**src/rtl/bridge_pkg.sv**
```systemverilog
// Shared types and switch patterns for the H-bridge sequencer and command decoder.
//   mode_t      : requested / applied bridge mode
//   state_t     : sequencer state encoding (ST_*)
//   top_pat/bot_pat : per-mode high-side / low-side gate patterns, bit 0 = switch 1
package bridge_pkg;

    typedef enum logic [2:0] {
        PAUSE     = 3'd0,
        PLUS      = 3'd1,
        MINUS     = 3'd2,
        BALLAST_P = 3'd3,
        BALLAST_N = 3'd4
    } mode_t;

    localparam int unsigned MODE_W  = 3;
    localparam int unsigned TIMER_W = 16;
    localparam int unsigned SW_W    = 4;

    typedef logic [1:0] state_t;
    localparam state_t ST_STEADY = 2'd0;
    localparam state_t ST_DEAD   = 2'd1;
    localparam state_t ST_KILL   = 2'd2;

    // Highest legal mode code; anything above is a request error.
    localparam logic [MODE_W-1:0] MODE_MAX = 3'd4;

    // High-side pattern per mode.
    function automatic logic [SW_W-1:0] top_pat(input mode_t m);
        case (m)
            PLUS:      top_pat = 4'b0001;
            MINUS:     top_pat = 4'b0010;
            BALLAST_P: top_pat = 4'b0100;
            BALLAST_N: top_pat = 4'b1000;
            default:   top_pat = 4'b0000;
        endcase
    endfunction

    // Low-side pattern per mode.
    function automatic logic [SW_W-1:0] bot_pat(input mode_t m);
        case (m)
            PLUS:      bot_pat = 4'b0010;
            MINUS:     bot_pat = 4'b0001;
            BALLAST_P: bot_pat = 4'b1000;
            BALLAST_N: bot_pat = 4'b0100;
            default:   bot_pat = 4'b0000;
        endcase
    endfunction

    // Complete registered state of the sequencer.
    typedef struct packed {
        state_t               st;
        logic [TIMER_W-1:0]   timer;
        mode_t                target;
        mode_t                cur;
        logic [SW_W-1:0]      top;
        logic [SW_W-1:0]      bot;
        logic                 err;
    } seq_state_t;

endpackage

```
**src/rtl/bridge_sequencer.sv**
```systemverilog
// H-bridge mode sequencer: inserts DEADTIME all-off cycles before any switch
// turn-on, holds each mode for MIN_ON cycles, and forces all-off on kill.
// Ports:
//   clk, rstn            : clock, asynchronous active-low reset
//   req_valid/req_mode   : mode request, accepted with req_ready
//   req_ready            : request acceptance (decoded from state and kill)
//   req_err              : one-cycle pulse for an accepted illegal mode (5..7)
//   kill                 : fault input, forces all switches off
//   o_top/o_bot [4:1]    : registered high/low-side gate drives
//   cur_mode             : mode currently applied to the outputs
//   busy                 : high while in dead time
module bridge_sequencer
    import bridge_pkg::*;
#(
    parameter int unsigned DEADTIME = 50,
    parameter int unsigned MIN_ON   = 500
) (
    input  logic        clk,
    input  logic        rstn,
    input  logic        req_valid,
    input  logic [2:0]  req_mode,
    output logic        req_ready,
    output logic        req_err,
    input  logic        kill,
    output logic [4:1]  o_top,
    output logic [4:1]  o_bot,
    output logic [2:0]  cur_mode,
    output logic        busy
);

    localparam logic [TIMER_W-1:0] DEAD_LOAD = TIMER_W'(DEADTIME - 1);
    localparam logic [TIMER_W-1:0] ON_LOAD   = TIMER_W'(MIN_ON - 1);

    seq_state_t q;
    seq_state_t d;
    mode_t      rmode;
    logic       accept;

    assign rmode = mode_t'(req_mode);

    // Ready only when the hold time has expired, or from the kill state once kill drops.
    assign req_ready = !kill && (((q.st == ST_STEADY) && (q.timer == '0)) || (q.st == ST_KILL));
    assign accept    = req_valid && req_ready;

    // Next-state logic.
    always_comb begin
        d     = q;
        d.err = 1'b0;
        if ((q.st == ST_STEADY) && (q.timer != '0)) begin
            d.timer = q.timer - TIMER_W'(1);
        end

        if (kill) begin
            d.st     = ST_KILL;
            d.timer  = '0;
            d.cur    = PAUSE;
            d.target = PAUSE;
            d.top    = '0;
            d.bot    = '0;
        end else if (q.st == ST_DEAD) begin
            if (q.timer == '0) begin
                d.st    = ST_STEADY;
                d.cur   = q.target;
                d.top   = top_pat(q.target);
                d.bot   = bot_pat(q.target);
                d.timer = ON_LOAD;
            end else begin
                d.timer = q.timer - TIMER_W'(1);
            end
        end else if (accept) begin
            if (req_mode > MODE_MAX) begin
                d.err = 1'b1;
            end else if (rmode == PAUSE) begin
                d.st    = ST_STEADY;
                d.cur   = PAUSE;
                d.top   = '0;
                d.bot   = '0;
                d.timer = '0;
            end else if (rmode != q.cur) begin
                // From ST_KILL cur is PAUSE, so every non-PAUSE mode takes this path.
                d.st     = ST_DEAD;
                d.target = rmode;
                d.cur    = PAUSE;
                d.top    = '0;
                d.bot    = '0;
                d.timer  = DEAD_LOAD;
            end
        end
    end

    // State register; reset also drops any pending dead-time target.
    always_ff @(posedge clk or negedge rstn) begin
        if (!rstn) begin
            q <= '{st: ST_STEADY, timer: '0, target: PAUSE, cur: PAUSE,
                   top: '0, bot: '0, err: 1'b0};
        end else begin
            q <= d;
        end
    end

    assign o_top    = q.top;
    assign o_bot    = q.bot;
    assign cur_mode = q.cur;
    assign req_err  = q.err;
    assign busy     = (q.st == ST_DEAD);

endmodule
```
**config.mk**
```make
export PLATFORM = sky130hd
export DESIGN_NAME = bridge_sequencer
export DESIGN_NICKNAME = d
export VERILOG_FILES = /design/src/rtl/bridge_pkg.sv /design/src/rtl/bridge_sequencer.sv
export SDC_FILE = /design/constraint.sdc
export NUM_CORES = 1
export LEC_CHECK = 0
export ABC_AREA = 1
export BUFFER_PORTS_ARGS = -buffer_cell sky130_fd_sc_hd__buf_4
export CELL_PAD_IN_SITES_DETAIL_PLACEMENT = 1
export CELL_PAD_IN_SITES_GLOBAL_PLACEMENT = 1
export CORE_AREA = 2 2 72 74
export CTS_CLUSTER_SIZE = 10
export DETAILED_ROUTE_END_ITERATION = 16
export DIE_AREA = 0 0 74 76
export PLACE_DENSITY_LB_ADDON = 0.1
export SLEW_MARGIN = 15
export SYNTH_ARGS = -nofsm -noshare
export SYNTH_HDL_FRONTEND = slang
export SYNTH_SLANG_ARGS = --single-unit
```
**constraint.sdc**
```tcl
create_clock -name clk -period 1.9 [get_ports clk]
set_input_delay 0.19 -clock clk [delete_from_list [all_inputs] [get_ports clk]]
set_output_delay 0.19 -clock clk [all_outputs]
set_load 0.02 [all_outputs]
```
# --- After elaboration in Yosys (flattened, before gate mapping) ---
# Cells that the tools add are included.
word_totals:
  reg_bits: 33
  inputBits: 7
  out_inout_bits: 14
classes:
  n_addsub: 1
  n_lt_le_gt_ge: 1
  eq_ne: 12
  muxes: 19
  reduce_logical: 16
op_table:
  columns: ["operator", "n"]
  rows:
  - ["$mux 32", 3]
  - ["$mux 18", 2]
  - ["$mux 11", 3]
  - ["$mux 33", 1]
  - ["$mux 16", 2]
  - ["$pmux 4 s4", 2]
  - ["$logic_not 16->1", 1]
  - ["$reduce_bool 16->1", 1]
  - ["$sub 16x1->16 const B", 1]
  - ["$eq 3x2->1 const B", 2]
  - ["$mux 3", 2]
  - ["$ne 2x2->1 const B", 3]
  - ["$reduce_and 5->1", 1]
  - ["$logic_and 1x1->1", 4]
  - ["$reduce_and 4->1", 1]
  - ["$reduce_bool 2->1", 2]
  - ["$reduce_bool 4->1", 1]
  - ["$eq 3x1->1 const B", 1]
  - ["$eq 3x3->1 const B", 1]
  - ["$gt 3x3->1 const B", 1]
  - ["$logic_not 3->1", 1]
  - ["$mux 1", 3]
  - ["$ne 3x2->1 const B", 1]
  - ["$ne 3x3->1", 1]
  - ["8 further kinds", 8]

# --- Longest topological paths before layout ---
# Gate-level depths: netlist of the first run.
depth:
  depth_word: 9
  mapped_depth: 11
  mapped_depth_nobuf: 11

# --- Worst setup path before layout of the first run ---
# No wires, ideal clock.
synth_path:
  path_type: "register to register"
  start: "register q[15] in the netlist's numbering"
  end: "register q[25] in the netlist's numbering"
  setup_ns: 0.124
  t_arrival_ns: 1.662
  t_required_ns: 1.776
  setup_slack_ns: 0.115
  stages_incl_launch_ff: 10
  period_less_slack_ns: 1.785
  path_cell_list: "dfrtp_1 > inv_1 > ha_1 > nand3_1 > nor2_1 > nand2_4 > a21oi_4 > nand4_2 > nand2_4 > o21bai_1"
synth_rtl:
  columns: ["item", "line", "rtl"]
  rows:
  - ["from (decl)", "bridge_sequencer.sv:34", "seq_state_t q;"]
  - ["from (signal assigned)", "bridge_sequencer.sv:94", "q <= '{st: ST_STEADY, timer: '0, target: PAUSE, cur: PAUSE,"]

# --- Worst setup path after layout of the first run ---
layout_path:
  start: "register q[16] in the netlist's numbering"
  end: "output req_ready"
layout_between:
  elab_chain_len: 4
layout_rtl:
  columns: ["item", "line", "rtl"]
  rows:
  - ["$logic_not 16->1", "bridge_sequencer.sv:42", "assign req_ready = !kill && (((q.st == ST_STEADY) && (q.timer == '0)) || (q.st == ST_KILL));"]
  - ["$logic_and 1x1->1", "bridge_sequencer.sv:42", null]
  - ["$logic_or 1x1->1", "bridge_sequencer.sv:42", null]
  - ["$logic_and 1x1->1", "bridge_sequencer.sv:42", null]
  - ["to (decl)", "bridge_sequencer.sv:22", "output logic req_ready,"]
# Every way passes these cells.

==> results of run 1 <==
[worst reg2reg max path, cell delays in order, from the launching register on]
cell and delay [ps]:
dfrtp_1 420, inv_2 80, ha_2 170, nand3_2 90, nor2_4 130, nand2_4 90, a21oi_4 220, nand4_2 200
nand2_4 190, o21ai_1 80
[cells by family after synthesis]
group                      count (synthesis)
xor gates and xnor gates                  17
and+or+nand+nor                          150
DFF                                       29
adders and majority gates                  2
buffers and inverters                     42
AOI/OAI and AO/OA                         28
[timing repair]
action | 4_1_cts | 5_1_grt
cloned | 0 | 1
gates resized for setup | 4 | 10
setup buffers | 0 | 2
setup endpoints to repair | 3 | 24
hold buffers | 1 | 0
pin swaps | 2 | 3
endpoints found under the hold margin | 29 | 0
[per-stage QoR]
stage | instance area [µm²] | utilization [%] | setup WS (ps) | setup TNS, ps
after floorplan | 1990 | - | 115 | 0
after global placement | 2240 | 45.6 | 74.0 | 0
after detailed placement | 2240 | 45.6 | -6.25 | -6.25
after CTS | 2340 | 47.7 | 17.5 | 0
after global routing | 2410 | 49.0 | -13.8 | -57.8
final | 2410 | 49.0 | 71.6 | 0
[power breakdown]
group          total, W  internal (W)  switching, W
clock network  0.000504      0.000253      0.000250
registers      0.000847      0.000732      0.000115
logic           0.00169      0.000672       0.00102
total           0.00304       0.00166       0.00138
[layout by cell type (no fill, tap or decap)]
master | synthesis | final
clkinv_2 | 0 | 2
xor2_1 | 10 | 10
nor2_2 | 3 | 3
nand3b_1 | 1 | 1
nor2_1 | 28 | 25
nor4_1 | 1 | 1
clkinv_1 | 1 | 1
xnor2_1 | 7 | 7
inv_2 | 2 | 3
buf_6 | 3 | 1
dfrtp_2 | 0 | 1
nand3_4 | 2 | 3
nor2_4 | 1 | 4
buf_4 | 12 | 36
nand3_1 | 18 | 17
a21oi_1 | 1 | 1
dfrtp_1 | 29 | 28
o21ai_0 | 11 | 11
o21bai_1 | 7 | 7
clkbuf_1 | 0 | 1
nand2_2 | 2 | 2
or2_2 | 4 | 4
clkbuf_8 | 0 | 5
inv_1 | 24 | 23
ha_2 | 0 | 1
nand4_2 | 1 | 1
ha_1 | 2 | 1
dlygate4sd3_1 | 0 | 1
nand2_4 | 2 | 3
nand3_2 | 1 | 2
buf_12 | 0 | 1
o21ai_1 | 8 | 8
nand2_1 | 78 | 77
a21oi_4 | 1 | 1
nand4_1 | 8 | 8
[metal layers]
layer	vias up	GRT usage, %	part of all wire, %
met1	847	24.2	43
met3	7	3.70	3.1
li1	903	-	-
met5	-	0	0
met2	32	37.5	53
met4	0	6.55	1.5
[final timing paths]
kind                             endpoint  slack (ps)        start  cells past startpoint
worst max-delay path            req_ready          70        q[16]                      7
worst min-delay path                q[14]         210  req_mode[2]                      3
worst max register to register      q[16]         110        q[16]                      9
worst min register to register   o_top[3]         500     o_top[3]                      2
max in group asynchronous           q[20]        1210         rstn                      2
min in group asynchronous           q[21]         380         rstn                      2
[state kept, by name, indices dropped and copies added (netlist names)]
| signal | cells |
|---|---|
| q | 21 |
| cur_mode | 3 |
| o_top | 3 |
| o_bot | 1 |
| req_err | 1 |
[final cells by class]
class,instances,share of cell area [%]
flip-flops and latches,29,30.2
clock buffers,6,3.01
inverters,27,4.21
clock inverters,2,0.416
well taps,70,3.64
multi-input cells,198,45.6
repair buffers,39,12.9
==> results.toml, run 1 <==
[floorplan]
die-height_um = 76
coreArea_um2 = 4910
rows = 26
die_area_um2 = 5620
start_util_pct = 40.6
ioPinCount = 21
die_x_um = 74

[global_route]
antenna_found_initial = 0
overflow = 0
grt_max_degree = 30
grtUsageTotal_pct = 20.8
grt_pass1_wl_um = 8950
first_global_vias = 1908

[placement]
globalplace.congestion = 0.820
dpl.hpwl_um = 4100
portBuffers = 20
placed_cells = 359

[timing]
min_period_ps = 1830
maxSlewViolCount = 0
slew_headroom_pct = 73.4
fmax_mhz = 547
period_share_pct = 96.2
hold_viol = 0
rsz0062_at_grt = "yes"
finalSetupViolations = 0
worst_pin_slew_ps = 399
finalClockSkew_ps = 4.21
holdWs_ps = 212

[clocking]
cts.clk_slew.worst_paths_ps = 70
cts.sinks = 29
clkLatencyLatePin_ps = 280
cts_buffers = 5
cts_tree = "done"
cts-root-buf = "clkbuf_8"
htree_levels = 2
cts_buffer_depth = 2

[final_layout]
fin_cells = 371
synthToLayoutAreaGrowth_pct = 20.8
drive_above_1_share_pct = 24.3
regArea_um2 = 727
fill_cells = 637
diodes = 0
multi_input_area_um2 = 1100
nets = 309

[critical_path]
cp_top_family = "flip-flops"
worstPathBufferInverterCount = 2
slowest_stage = "dfrtp_1"
cp-start-kind = "flip-flop"
worst_ep_required_time_ps = 1710
slowest_delay_ps = 420
crit_path_max_fanout = 5
critPathArrivalTime_ps = 1640
crit_type = "reg -> out"
crit_chain = "inv_2 > ha_2 > nand3_2 > nor2_4 > nand2_4 > a21oi_4 > buf_6"
cp-end-kind = "output port"

[status]
status = "complete, no violations"

[synth]
yosys.area_share.simple_pct = 35.1
syn_avg_cell_area_um2 = 7.44
synth-xor-area-share_pct = 7.47
synth-seq-area-share_pct = 36.4
yosys.area.top_type = "dfrtp_1"
synth_commonest_cells = "78 x nand2_1, 29 x dfrtp_1, 28 x nor2_1"
async_flop_share_pct = 100
synth-compound-area-share_pct = 8.47
synth_top_family_by_area = "simple AND/OR/NAND/NOR gates"
synth_area_leaders = "dfrtp_1 36%, nand2_1 15%, nor2_1 5.3%"
synth_seq_cells = 29
netlist-cell-type-count = 28
synthAdderAreaFrac_pct = 1.26
synth_edf_count = 0
yosysTopAreaCellShare_pct = 36.4
synth_flop_cell = "dfrtp_1"
yosys_warnings = 0
syn_nets = 277
synth_mux_area_share_pct = 0
syn_area_um2 = 1990
synth_most_common_cell = "nand2_1"
syn_inst = 268

[power]
power_w = 0.00304
power_density_nw_per_um2 = 1260
peakVddDrop_mv = 0.365
p_leak_nw = 1.25

[detailed_routing]
drc = 0
viasPerCell = 4.82
vias = 1789
postRouteAntennaNets = 0
wl_per_cell_um = 14.5
first_pass_iters = 4
drtIter0Drc = 51
wl_um = 5370

[flow_run]
drv_cap = 0

[hold_path]
hp-class = "in -> reg"
No activity file was read; power rests on OpenSTA's default activity.
==> inputs of run 2 (changes only) <==
clock period = 2.1 ns   (was 1.9 ns; I/O delays follow)
==> results.toml, run 2 (same netlist as run 1, synthesis figures left out) <==
[floorplan]
ioPinCount = 21
start_util_pct = 40.6
rows = 26
coreArea_um2 = 4910
die_x_um = 74
die-height_um = 76
die_area_um2 = 5620

[power]
peakVddDrop_mv = 0.383
p_leak_nw = 1.17
power_density_nw_per_um2 = 1130
power_w = 0.00255

[critical_path]
reg2reg_depth = 8
r2r_end = "q[29]"
crit_chain = "nor2_2 > nand2_1 > nor2_2 > nand2_4 > a21oi_4 > buf_4"
r2r_start = "q[20]"
cp_top_family = "simple AND/OR/NAND/NOR gates"
cp_num_cells = 6
cp-end-kind = "output port"
critPathArrivalTime_ps = 1770
r2r_setup_slack_ps = 170
cp_common_cell = "nor2_2"
slowest_stage = "dfrtp_1"
crit_path_max_fanout = 10
cp-start-kind = "flip-flop"
crit_type = "reg -> out"
worstPathBufferInverterCount = 1
worst_ep_required_time_ps = 1890
slowest_delay_ps = 450

[timing]
period_share_pct = 94.3
fin_setup_tns_ps = 0
finalSetupViolations = 0
fmax_mhz = 505
maxSlewViolCount = 0
min_period_ps = 1980
hold_viol = 0
worst_pin_slew_ps = 403
rsz0062_at_grt = "no"
finalClockSkew_ps = 5.69
slew_headroom_pct = 73.2

[placement]
globalplace.congestion = 0.869
dpl.hpwl_um = 3790
portBuffers = 20

[clocking]
htree_levels = 2
cts_buffer_depth = 2
cts-root-buf = "clkbuf_8"
cts.sinks = 29
clkLatencyLatePin_ps = 290
cts_tree = "done"
cts.clk_slew.worst_paths_ps = 70
cts_buffers = 5

[global_route]
overflow = 0
grt_pass1_wl_um = 8850
antenna_found_initial = 0
grt_max_degree = 30
grtUsageTotal_pct = 19.9
first_global_vias = 1913

[detailed_routing]
wl_per_cell_um = 14.0
wl_um = 5010
postRouteAntennaNets = 0
first_pass_iters = 4
drtIter0Drc = 48
vias = 1787
viasPerCell = 4.99
drc = 0

[final_layout]
regArea_um2 = 726
diodes = 0
layout_commonest_cell = "nand2_1"
regMostFlops = "q"
nets = 296
synthToLayoutAreaGrowth_pct = 13.2
fill_cells = 634
drive_above_1_share_pct = 19.4
final_cell_mix = "78 x nand2_1, 29 x dfrtp_1, 26 x nor2_1, 26 x buf_4, 23 x inv_1"
multi_input_area_um2 = 1050
largest_reg_flops = 21

[hold_path]
hp-class = "in -> reg"
worstHoldStart = "req_mode[2]"
holdPathStages = 3
min_to = "q[14]"

[status]
status = "complete, no violations"

[flow_run]
drv_cap = 0
==> run 2: cell types whose count changed in the layout (fill, tap and decap cells not counted), sizes merged <==
cell / previous run / this run
clkinvlp: 0 / 1
buf: 38 / 26
clkbuf: 6 / 5
nand3: 22 / 21
==> run 2: worst max path at each step <==
stage,end,slack (ps),start
after floorplan,q[25],310,q[15]
after global placement,q[29],180,q[20]
final,req_ready,120,q[20]
after CTS,req_ready,80,q[15]
after global routing,req_ready,10,q[20]
after detailed placement,q[26],140,q[15]
==> run 2: cell type report <==
| class | instances | area share (%) |
|---|---|---|
| timing repair buffer | 27 | 9.10 |
| clock inverter | 3 | 0.776 |
| sequential | 29 | 32.2 |
| clock buffer | 5 | 3.05 |
| tap | 70 | 3.88 |
| inverter | 27 | 4.60 |
| multi-input combinational | 197 | 46.4 |
==> run 2: through the flow <==
stage	hold slack (ps)	utilization, %	setup WS, ps	std cells	cell area [µm²]
after floorplan	-85.6	-	315	268	1990
after global placement	169	43.7	177	348	2140
after detailed placement	171	43.7	138	348	2140
after CTS	228	45.6	81.6	357	2240
after global routing	224	45.9	11.6	358	2260
final	229	45.9	119	358	2260
==> run 2: timing repair <==
action | 4_1_cts | 5_1_grt
setup endpoints to repair | 0 | 5
hold buffers | 1 | 0
setup buffers | 0 | 1
gates resized for setup | 0 | 5
endpoints found under the hold margin | 29 | 0
==> run 2: worst min-delay path: stages <==
cell and delay [ps]:
buf_4 90, inv_1 60, o21ai_1 120
==> run 2: where the power goes <==
group | total [W] | switching, W | internal, W
logic | 0.00129 | 0.000817 | 0.000478
clock network | 0.000469 | 0.000241 | 0.000228
registers | 0.000785 | 0.000125 | 0.000660
total | 0.00255 | 0.00118 | 0.00137
==> run 2: layer usage <==
layer	GRT usage [%]	vias up	share of wire (%)	routed length, µm
li1	-	876	-	-
met1	24.4	860	43	2180
met2	33.5	36	50	2510
met3	4.50	15	3.5	173
met4	7.45	0	3.0	149
met5	0	-	0	0
==> inputs of run 3 (changes only) <==
ABC_AREA = unset   (was 1)
CORE_AREA = 2 2 69 71   (was 2 2 72 74)
DIE_AREA = 0 0 71 73   (was 0 0 74 76)
==> results.toml, run 3 <==
[critical_path]
critPathArrivalTime_ps = 2220
worst_ep_required_time_ps = 2270
crit_type = "reg -> reg"
r2r_end = "q[13]"
cp-end-kind = "flip-flop"
slowest_stage = "or4_4"
r2r_start = "q[15]"
r2r_setup_slack_ps = 50
crit_path_max_fanout = 5
reg2reg_depth = 8
worstPathBufferInverterCount = 2
cp_num_cells = 8
cp_top_family = "simple AND/OR/NAND/NOR gates"
crit_chain = "inv_2 > ha_4 > nor4b_4 > a41oi_2 > buf_4 > or4_4 > nand2_2 > a21oi_2"
cp-start-kind = "flip-flop"
slowest_delay_ps = 580

[clocking]
cts_buffers = 5
cts_buffer_depth = 2
cts_tree = "done"
htree_levels = 2
cts.sinks = 29
cts.clk_slew.worst_paths_ps = 60
cts-root-buf = "clkbuf_8"
clkLatencyLatePin_ps = 280

[final_layout]
nets = 254
regMostFlops = "q"
final_cell_mix = "47 x buf_4, 29 x dfrtp_1, 17 x nand2_1"
drive_above_1_share_pct = 33.5
fin_util_pct = 52.9
synthToLayoutAreaGrowth_pct = 28.5
largest_reg_flops = 21
regArea_um2 = 726
diodes = 0
fill_cells = 524
layout_commonest_cell = "buf_4"
multi_input_area_um2 = 1090

[synth]
synth_flop_cell = "dfrtp_1"
syn_avg_cell_area_um2 = 9.11
synth_commonest_cells = "29 x dfrtp_1, 18 x nand2_1, 15 x o21ai_0"
syn_nets = 214
synth_most_common_cell = "dfrtp_1"
yosys.area.top_type = "dfrtp_1"
yosys_warnings = 0
yosysTopAreaCellShare_pct = 38.8
synth-seq-area-share_pct = 38.8
syn_area_um2 = 1870
async_flop_share_pct = 100
syn_inst = 205
synth_edf_count = 0
netlist-cell-type-count = 55
synth_area_leaders = "dfrtp_1 39%, buf_4 4.8%, o21ai_0 4.0%"
synth_seq_cells = 29

[global_route]
grtUsageTotal_pct = 24.9
antenna_found_initial = 0
first_global_vias = 1947
overflow = 0
grt_pass1_wl_um = 9860
grt_max_degree = 30

[timing]
hold_viol = 0
rsz0062_at_grt = "yes"
worst_pin_slew_ps = 469
fmax_mhz = 487
finalClockSkew_ps = 5.39
finalSetupViolations = 0
slew_headroom_pct = 68.4
maxSlewViolCount = 0
period_share_pct = 97.7
min_period_ps = 2050

[placement]
portBuffers = 20
dpl.hpwl_um = 4390
globalplace.congestion = 0.915

[detailed_routing]
wl_um = 6080
drtIter0Drc = 90
vias = 1830
wl_per_cell_um = 20.3
first_pass_iters = 4
postRouteAntennaNets = 0
drc = 0
viasPerCell = 6.12

[power]
p_leak_nw = 1.03
peakVddDrop_mv = 0.516
intPower_w = 0.00169
power_density_nw_per_um2 = 1230
power_w = 0.00296
power_frac_seq_pct = 25.9
p_comb_share_pct = 58.4
p_sw_w = 0.00127
swShare_pct = 42.8
clockPowerShare_pct = 15.7

[floorplan]
die-height_um = 73
rows = 25
die_area_um2 = 5180
die_x_um = 71
start_util_pct = 41.2
ioPinCount = 21
coreArea_um2 = 4540

[flow_run]
drv_cap = 0

[hold_path]
worstHoldStart = "req_mode[2]"
hp-class = "in -> reg"
min_to = "q[14]"
holdPathStages = 3

[status]
status = "complete, no violations"
==> run 3: cell types whose count changed in the layout (fill, tap and decap cells not counted), moves of 5 or more <==
cell and change:
buf_4 +21, o21bai_1 -6, nand4_1 -6, nand2_1 -61, nor2_1 -17, nand3_1 -11
a21oi_1 +8, xnor2_1 -6, o211ai_1 +5, inv_1 -15
==> run 3: worst max path at each step <==
stage | slack (ps) | to | start
CTS | 10 | q[29] | q[20]
floorplan | 50 | req_ready | q[15]
global placement | 130 | o_top[1] | q[16]
detailed placement | -60 | o_top[1] | q[16]
global route | -60 | q[13] | q[15]
finish | 50 | q[13] | q[15]
==> run 3: tightest hold or removal path, cell delays in order <==
cell,delay [ps]
buf_4,100
nand2_1,40
o21ai_0,70
==> run 3: kinds of logic after synthesis <==
family | share of synthesized area (%)
AND/OR/NAND/NOR | 24.4
flip-flops | 38.8
XOR/XNOR | 3.28
multiplexers | 1.67
adder cells (fa/ha/maj) | 1.34
buffers and inverters | 8.24
AO/OA/AOI/OAI | 22.2
==> run 3: layout make-up <==
type | count | area share [%]
Sequential cell | 29 | 30.2
Clock buffer | 7 | 3.60
Tap cell | 54 | 2.81
Multi-Input combinational cell | 148 | 45.2
Inverter | 11 | 1.72
Timing Repair Buffer | 50 | 16.4
==> run 3: routing by layer <==
| layer | vias up | GRT usage (%) | share of wire (%) |
|---|---|---|---|
| met5 | - | 0 | 0 |
| met4 | 0 | 10.9 | 3.6 |
| met3 | 19 | 5.11 | 3.4 |
| met2 | 55 | 45.4 | 52 |
| met1 | 925 | 28.0 | 41 |
| li1 | 831 | - | - |
==> run 3: repair_timing <==
item,in CTS,in global routing
pin swaps,1,7
setup buffers,4,3
hold buffers,1,0
gates resized for setup,4,19
setup endpoints to repair,5,17
hold endpoints to repair,29,0
==> run 3: power by group through the flow <==
stage / clock network (W) / registers, W / logic (W)
floorplan: 0 / 0.000735 / 0.000927
global placement: 0 / 0.000749 / 0.00138
detailed placement: 0 / 0.000757 / 0.00147
CTS: 0.000483 / 0.000752 / 0.00157
global route: 0.000507 / 0.000776 / 0.00189
finish: 0.000465 / 0.000766 / 0.00173
==> run 3: stage by stage <==
step	TNS, ps	cell area (µm²)	setup WS [ps]	instances	hold WS (ps)
floorplan	0	1870	51.5	205	-85.6
global placement	0	2140	132	284	160
detailed placement	-98.9	2140	-55.1	284	165
CTS	0	2290	14.7	296	171
global route	-130	2400	-63.5	299	191
finish	0	2400	48.3	299	183
